`src/rtl/mem_port_arbiter_pkg.sv`:
```
// Shared types and defaults for the unified-memory port arbiter.
package mem_arb_pkg;

    localparam int unsigned ADDR_W_DEF = 7;
    localparam int unsigned DATA_W_DEF = 32;
    localparam int unsigned STARVE_W   = 4;

    typedef enum logic [1:0] {
        IDLE    = 2'd0,
        IF_WAIT = 2'd1,
        D_WAIT  = 2'd2
    } arb_state_e;

endpackage

```
`src/rtl/mem_port_arbiter_starve.sv`:
```
// Saturating count of consecutive arbitrations the fetch path has lost.
module arb_starve_counter
    import mem_arb_pkg::*;
#(
    parameter int unsigned STARVE_LIMIT = 4
) (
    input  logic clk,
    input  logic rst_n,
    input  logic inc_i,
    input  logic clr_i,
    output logic at_limit_o
);

    localparam logic [STARVE_W-1:0] LIMIT = STARVE_W'(STARVE_LIMIT);

    logic [STARVE_W-1:0] cnt_q, cnt_d;

    always_comb begin
        cnt_d = cnt_q;
        if (clr_i) begin
            cnt_d = '0;
        end else if (inc_i && (cnt_q != LIMIT)) begin
            cnt_d = cnt_q + 1'b1;
        end
    end

    always_ff @(posedge clk or negedge rst_n) begin
        if (!rst_n) begin
            cnt_q <= '0;
        end else begin
            cnt_q <= cnt_d;
        end
    end

    assign at_limit_o = (cnt_q == LIMIT);

endmodule

```
`src/rtl/mem_port_arbiter.sv`:
```
// Registered, handshaked arbiter granting the single memory port to fetch or load/store.
module mem_port_arbiter
    import mem_arb_pkg::*;
#(
    parameter int unsigned ADDR_W       = ADDR_W_DEF,
    parameter int unsigned DATA_W       = DATA_W_DEF,
    parameter int unsigned STARVE_LIMIT = 4
) (
    input  logic              clk,
    input  logic              rst,
    input  logic              if_req,
    input  logic [ADDR_W-1:0] if_addr,
    output logic              if_gnt,
    output logic              if_rvalid,
    output logic [DATA_W-1:0] if_rdata,
    input  logic              d_req,
    input  logic              d_we,
    input  logic [ADDR_W-1:0] d_addr,
    input  logic [DATA_W-1:0] d_wdata,
    output logic              d_gnt,
    output logic              d_rvalid,
    output logic [DATA_W-1:0] d_rdata,
    output logic              mem_read,
    output logic              mem_write,
    output logic [ADDR_W-1:0] mem_addr,
    output logic [DATA_W-1:0] mem_wdata,
    input  logic [DATA_W-1:0] mem_rdata,
    output logic              busy
);

    arb_state_e        state_q, state_d;
    logic              idle;
    logic              if_win;
    logic              d_win;
    logic              at_limit;
    logic              defer_inc;
    logic              defer_clr;
    logic              if_rvalid_q;
    logic              d_rvalid_q;
    logic [DATA_W-1:0] if_rdata_q, if_rdata_d;
    logic [DATA_W-1:0] d_rdata_q, d_rdata_d;

    // Grants are gated by rst so nothing is strobed while reset is held.
    always_comb begin
        idle   = rst && (state_q == IDLE);
        if_win = idle && if_req && (!d_req || at_limit);
        d_win  = idle && d_req && !if_win;
    end

    always_comb begin
        state_d    = state_q;
        if_rdata_d = if_rdata_q;
        d_rdata_d  = d_rdata_q;
        defer_inc  = 1'b0;
        defer_clr  = 1'b0;
        if_gnt     = 1'b0;
        d_gnt      = 1'b0;
        mem_read   = 1'b0;
        mem_write  = 1'b0;
        mem_addr   = '0;
        mem_wdata  = '0;

        unique case (state_q)
            IDLE: begin
                defer_inc = idle && if_req && d_win;
                defer_clr = idle && (if_win || !if_req);
                if (if_win) begin
                    if_gnt   = 1'b1;
                    mem_read = 1'b1;
                    mem_addr = if_addr;
                    state_d  = IF_WAIT;
                end else if (d_win) begin
                    d_gnt    = 1'b1;
                    mem_addr = d_addr;
                    if (d_we) begin
                        mem_write = 1'b1;
                        mem_wdata = d_wdata;
                    end else begin
                        mem_read = 1'b1;
                        state_d  = D_WAIT;
                    end
                end
            end
            IF_WAIT: begin
                if_rdata_d = mem_rdata;
                state_d    = IDLE;
            end
            D_WAIT: begin
                d_rdata_d = mem_rdata;
                state_d   = IDLE;
            end
            default: begin
                state_d = IDLE;
            end
        endcase
    end

    always_ff @(posedge clk or negedge rst) begin
        if (!rst) begin
            state_q     <= IDLE;
            if_rvalid_q <= 1'b0;
            d_rvalid_q  <= 1'b0;
            if_rdata_q  <= '0;
            d_rdata_q   <= '0;
        end else begin
            state_q     <= state_d;
            if_rvalid_q <= (state_q == IF_WAIT);
            d_rvalid_q  <= (state_q == D_WAIT);
            if_rdata_q  <= if_rdata_d;
            d_rdata_q   <= d_rdata_d;
        end
    end

    arb_starve_counter #(
        .STARVE_LIMIT (STARVE_LIMIT)
    ) u_starve (
        .clk        (clk),
        .rst_n      (rst),
        .inc_i      (defer_inc),
        .clr_i      (defer_clr),
        .at_limit_o (at_limit)
    );

    assign if_rvalid = if_rvalid_q;
    assign d_rvalid  = d_rvalid_q;
    assign if_rdata  = if_rdata_q;
    assign d_rdata   = d_rdata_q;
    assign busy      = (state_q != IDLE);

endmodule

```
`config.mk`:
```
export PLATFORM = sky130hd
export DESIGN_NAME = mem_port_arbiter
export DESIGN_NICKNAME = d
export VERILOG_FILES = /design/src/rtl/mem_port_arbiter_pkg.sv /design/src/rtl/mem_port_arbiter_starve.sv /design/src/rtl/mem_port_arbiter.sv
export SDC_FILE = /design/constraint.sdc
export NUM_CORES = 1
export LEC_CHECK = 0
export CAP_MARGIN = 10
export CORE_ASPECT_RATIO = 1.75
export CORE_MARGIN = 3
export CORE_UTILIZATION = 40
export CTS_CLUSTER_DIAMETER = 80
export CTS_CLUSTER_SIZE = 20
export DETAILED_ROUTE_END_ITERATION = 12
export PLACE_DENSITY = 0.86
export SYNTH_ARGS = -nofsm -noshare
export SYNTH_HDL_FRONTEND = slang
export SYNTH_SLANG_ARGS = --single-unit
```
`constraint.sdc`:
```
create_clock -name clk -period 5.41 [get_ports clk]
set_input_delay 0.541 -clock clk [delete_from_list [all_inputs] [get_ports clk]]
set_output_delay 0.541 -clock clk [all_outputs]
set_load 0.02 [all_outputs]
```
* Word level (Yosys, flattened, before mapping)
Cells that the tools add are included.
** Storage, ports and cells
- Word-level logic and storage cells :: 58
- Output and inout port bits :: 110
- Register bits :: 72
- Input bits :: 83
** Cells by class
- Reductions and logical operators :: 17
- Mux-type cells :: 28
- Equal/unequal tests :: 6
- Add/subtract/negate cells :: 1
** Operator list (count)
- 32-bit two-way mux :: 4
- 7-bit two-way mux :: 3
- 1-bit two-way mux :: 15
- 1-bit logical AND :: 8
- 2-bit two-way mux :: 4
- 4-bit two-way mux :: 2
- 3-bit inequality test (second input constant) :: 2
- 4-bit by 1-bit adder with 4-bit output (second input constant) :: 1
- 4-bit by 3-bit equality test with 1-bit output (second input constant) :: 1
- 4-bit by 3-bit inequality test with 1-bit output (second input constant) :: 1
- 2-bit nonzero test :: 2
- 1-bit logical NOT :: 3
- 2-bit by 1-bit equality test with 1-bit output (second input constant) :: 1
- 2-bit equality test (second input constant) :: 1
- 2-bit logical NOT :: 1
- 1-bit logical OR :: 2
- 2-bit AND reduction :: 1

* Depth between registers and ports, before layout
- Word-level depth :: 11
- Depth in mapped cells :: 6
- Depth with buffers taken out :: 5

* Hierarchy
Synthesis repeated with hierarchy kept, for this count alone.
** Unflattened totals
- Cell total of the unflattened synthesis :: 226
- Area total of the unflattened synthesis :: 3133.0 um2
** By module, submodules not included
- mem_port_arbiter :: times used 1, sequential area each 1701.6 um2, area each 2899.0 um2, cells each 202
- arb_starve_counter :: times used 1, sequential area each 100.1 um2, area each 234.0 um2, cells each 24

* Worst setup path before layout
OpenSTA, ideal clock, no wires.
- Path type :: input port to output port
- Start :: input port rst
- End :: output port mem_wdata[15]
- Arrival :: 2.102 ns
- Buffers on the path :: 1
- Stages :: 4
- Data required time :: 4.869 ns
- Slack :: 2.767 ns
- Cells stage by stage :: or3b_1 > buf_6 > a211oi_1 > and4_1
** On the way
- Longest elaborated chain between the ends :: 8
- Elaborated cells between the ends (all ways) :: 9
- Those cells by class :: 3 x mux; 6 x reduce/logical
** RTL lines
- start, declared :: RTL line mem_port_arbiter.sv:10 : input logic rst,
- 1-bit logical AND (*) :: RTL line mem_port_arbiter.sv:45 : idle = rst && (state_q == IDLE);
- 1-bit logical AND (2 in a row) :: RTL line mem_port_arbiter.sv:46 : if_win = idle && if_req && (!d_req || at_limit);
- 1-bit logical NOT :: RTL line mem_port_arbiter.sv:47 : d_win = idle && d_req && !if_win;
- 1-bit logical AND :: RTL line mem_port_arbiter.sv:47
- 32-bit two-way mux :: RTL line mem_port_arbiter.sv:72 : end else if (d_win) begin
- 32-bit two-way mux (*) :: RTL line mem_port_arbiter.sv:67 : if (if_win) begin
- 32-bit two-way mux (*) :: RTL line mem_port_arbiter.sv:63 : unique case (state_q)
- end, declared :: RTL line mem_port_arbiter.sv:26 : output logic [DATA_W-1:0] mem_wdata,
Mark *: on every way between the ends. The rest lies on a longest branch, timed or not.

* Final worst setup path
- Start :: input port d_we
- End :: output port mem_wdata[4]
** On the way
- Longest elaborated chain between the ends :: 4
** RTL lines
- start, declared :: RTL line mem_port_arbiter.sv:17 : input logic d_we,
- 32-bit two-way mux :: RTL line mem_port_arbiter.sv:75 : if (d_we) begin
- 32-bit two-way mux :: RTL line mem_port_arbiter.sv:72
- 32-bit two-way mux :: RTL line mem_port_arbiter.sv:67
- 32-bit two-way mux :: RTL line mem_port_arbiter.sv:63
No other way between the ends.

==> insert_results.sql <==
INSERT INTO impl_metrics (metric_group, metric, value, unit) VALUES
('global_route', 'via_count_of_the_first_global_routing_pass', '2752', ''),
('power', 'leakage_power', '2.26', 'nW'),
('placed_design', 'port_buffers', '192', ''),
('placed_design', 'pre_cts_setup_slack', '1510', 'ps'),
('logic_synthesis', 'synth-seq-area-share', '56.7', '%'),
('sta', 'fin_worst_skew', '6.14', 'ps'),
('routing', 'first_pass_iters', '4', ''),
('logic_synthesis', 'ys.warnings.count', '0', ''),
('global_route', 'grt_overflow_total', '0', ''),
('routing', 'route.detailed.wl_per_inst', '17.7', 'um'),
('global_route', 'grt_pass1_wl', '13700', 'um'),
('clock_network', 'tritoncts', 'yes', ''),
('sta', 'actual_transition_at_the_worst_max_transition_pin', '1090', 'ps'),
('global_route', 'grt_antenna_before_repair', '0', ''),
('sta', 'finalSetupViolations', '0', ''),
('logic_synthesis', 'library_cell_with_the_highest_instance_count_after_synthesis', 'dfrtp_1', ''),
('critical_path', 'cp_max_fo', '31', ''),
('clock_network', 'post-cts-setup-buffers', '0', ''),
('clock_network', 'ctsHtreeMaxLevel', '3', ''),
('floorplan', 'die_height', '124', 'um'),
('floorplan', 'floorplan.rows', '42', ''),
('clock_network', 'clock_tree.root_cell', 'clkbuf_16', ''),
('sta', 'timing.final.max_slew_violations', '0', ''),
('layout', 'antenna-diode-count', '0', ''),
('routing', 'dr_total_vias', '2625', ''),
('floorplan', 'floorplan.die.width', '73.4', 'um'),
('routing', 'initialDrtViolationCount', '88', ''),
('logic_synthesis', 'post_synth_instance_area', '3180', 'um2'),
('routing', 'route.antenna.remaining_nets', '0', ''),
('layout', 'post_route_cells_drive_above_1_share', '19.7', '%'),
('layout', 'final_stage_net_count', '517', ''),
('logic_synthesis', 'ys_types', '29', ''),
('critical_path', 'cp_slowest_stage_delay', '980', 'ps'),
('floorplan', 'io-pin-count', '193', ''),
('clock_network', 'cts_inserted_buffers', '9', ''),
('run_status', 'run_status', 'finished clean', ''),
('sta', 'finalWorstSetupSlack', '1520', 'ps'),
('hold_path', 'min_path_type', 'primary input to asynchronous set/reset pin', ''),
('critical_path', 'cp-start-kind', 'primary input', ''),
('critical_path', 'crit_path_top_delay_cell', 'a2111oi_4', ''),
('sta', 'max_slew_margin', '27.5', '%'),
('logic_synthesis', 'syn_area_per_cell', '13.2', 'um2'),
('layout', 'fill_count', '541', ''),
('logic_synthesis', 'top_area_cell_type_share_of_the_netlist_area', '56.7', '%'),
('sta', 'totalNegativeSetupSlack', '0', 'ps'),
('power', 'totalPowerFinal', '2.03', 'mW'),
('power', 'power_density', '372', 'nW/um2'),
('global_route', 'grt.total_usage', '20.3', '%'),
('logic_synthesis', 'postSynthRegisterBits', '72', ''),
('logic_synthesis', 'syn-instance-count', '241', ''),
('clock_network', 'cts_buffer_depth', '2', ''),
('critical_path', 'cell_chain_of_the_critical_path', 'clkdlybuf4s50_1, or3b_1, a2111oi_4, and2_1, clkdlybuf4s50_1', ''),
('clock_network', 'clock_latency', '320', 'ps'),
('critical_path', 'cp_common_cell', 'clkdlybuf4s50_1', ''),
('critical_path', 'crit-reg2reg-launch', 'state_q[1]', ''),
('clock_network', 'clkSinkCount', '72', ''),
('sta', 'finalHoldViolations', '0', ''),
('power', 'worst_ir_drop_vdd', '0.000371', 'V'),
('logic_synthesis', 'synth_ff_type', 'dfrtp_1', ''),
('routing', 'wirelength', '9310', 'um'),
('logic_synthesis', 'synthesis.nets', '326', ''),
('critical_path', 'worstSetupPathType', 'primary input to primary output', ''),
('critical_path', 'critPathRequiredTime', '4870', 'ps'),
('clock_network', 'post_cts_resized', '0', ''),
('run', 'max_cap_viol_count', '0', ''),
('clock_network', 'clk_pin_slew_worst_paths', '60', 'ps'),
('routing', 'drt-vias-per-instance', '5.00', ''),
('logic_synthesis', 'synth_top_cells_by_count', 'dfrtp_1, mux2_2, and2_1', ''),
('logic_synthesis', 'edff_count_synth', '0', ''),
('global_route', 'grt_start_max_net_pins', '75', ''),
('floorplan', 'core_area', '7620', 'um2');
## where the power goes
| group | switching (mW) | internal (mW) |
|---|---|---|
| clock | 0.222 | 0.418 |
| combinational | 0.307 | 0.367 |
| sequential | 0.0610 | 0.659 |
## flip-flops by register name, summed over array words and instances (netlist names)
signal          cells
u_starve.cnt_q      4
d_rvalid            1
state_q             2
if_rdata           32
if_rvalid           1
d_rdata            32
## metrics by stage
step / util [%] / instances
floorplan: - / 241
detailed placement: 67.4 / 509
global placement: 67.4 / 509
CTS: 71.8 / 525
global route: 71.8 / 525
finish: 71.8 / 525
## critical path, delay by kind of cell
family                 cells  cell delay, ps
AND/OR/NAND/NOR            2             650
buffers and inverters      2            1170
AO/OA/AOI/OAI              1             980
## routing by layer
metal / GRT usage, % / routed length, um
met4: 8.16 / 181
met1: 18.3 / 2940
met3: 7.75 / 1020
met2: 39.1 / 5170
met5: 0 / 0
## cells in the final DEF (no fill, tap or decap), types with 3 or more instances in the layout
master,synthesis,routed
clkdlybuf4s50_1,0,191
dfrtp_1,72,72
mux2_2,64,64
and2_1,30,30
nand2_1,18,18
clkbuf_16,0,9
o22ai_1,8,8
inv_1,6,6
nor2_1,3,3
## cells by family after synthesis
kind of cell	after synthesis	share of synthesized area, %
multiplexers	65	23.0
AO/OA/AOI/OAI	17	4.02
adder cells (fa/ha/maj)	2	0.788
buffers and inverters	19	3.39
AND/OR/NAND/NOR	66	12.1
flip-flops	72	56.7
## cell type report
type | count | area (um2) | area share, %
Clock buffer | 10 | 239 | 4.37
Inverter | 6 | 22.5 | 0.412
Timing Repair Buffer | 193 | 1930 | 35.2
Clock inverter | 6 | 91.3 | 1.67
Multi-Input combinational cell | 150 | 1280 | 23.3
Tap cell | 88 | 110 | 2.01
Sequential cell | 72 | 1800 | 33.0
## path summary, 6_finish.rpt
kind / slack (ps) / cells past startpoint / to
worst min register to register: 500 / 1 / if_rdata[29]
max in group asynchronous: 4390 / 2 / if_rdata[15]
worst max register to register: 3570 / 3 / u_starve.cnt_q[2]
worst max-delay path: 1520 / 5 / mem_wdata[4]
min in group clk: 500 / 1 / if_rdata[29]
worst min-delay path: 450 / 2 / u_starve.cnt_q[3]
Power figures use the tool's default switching activity.
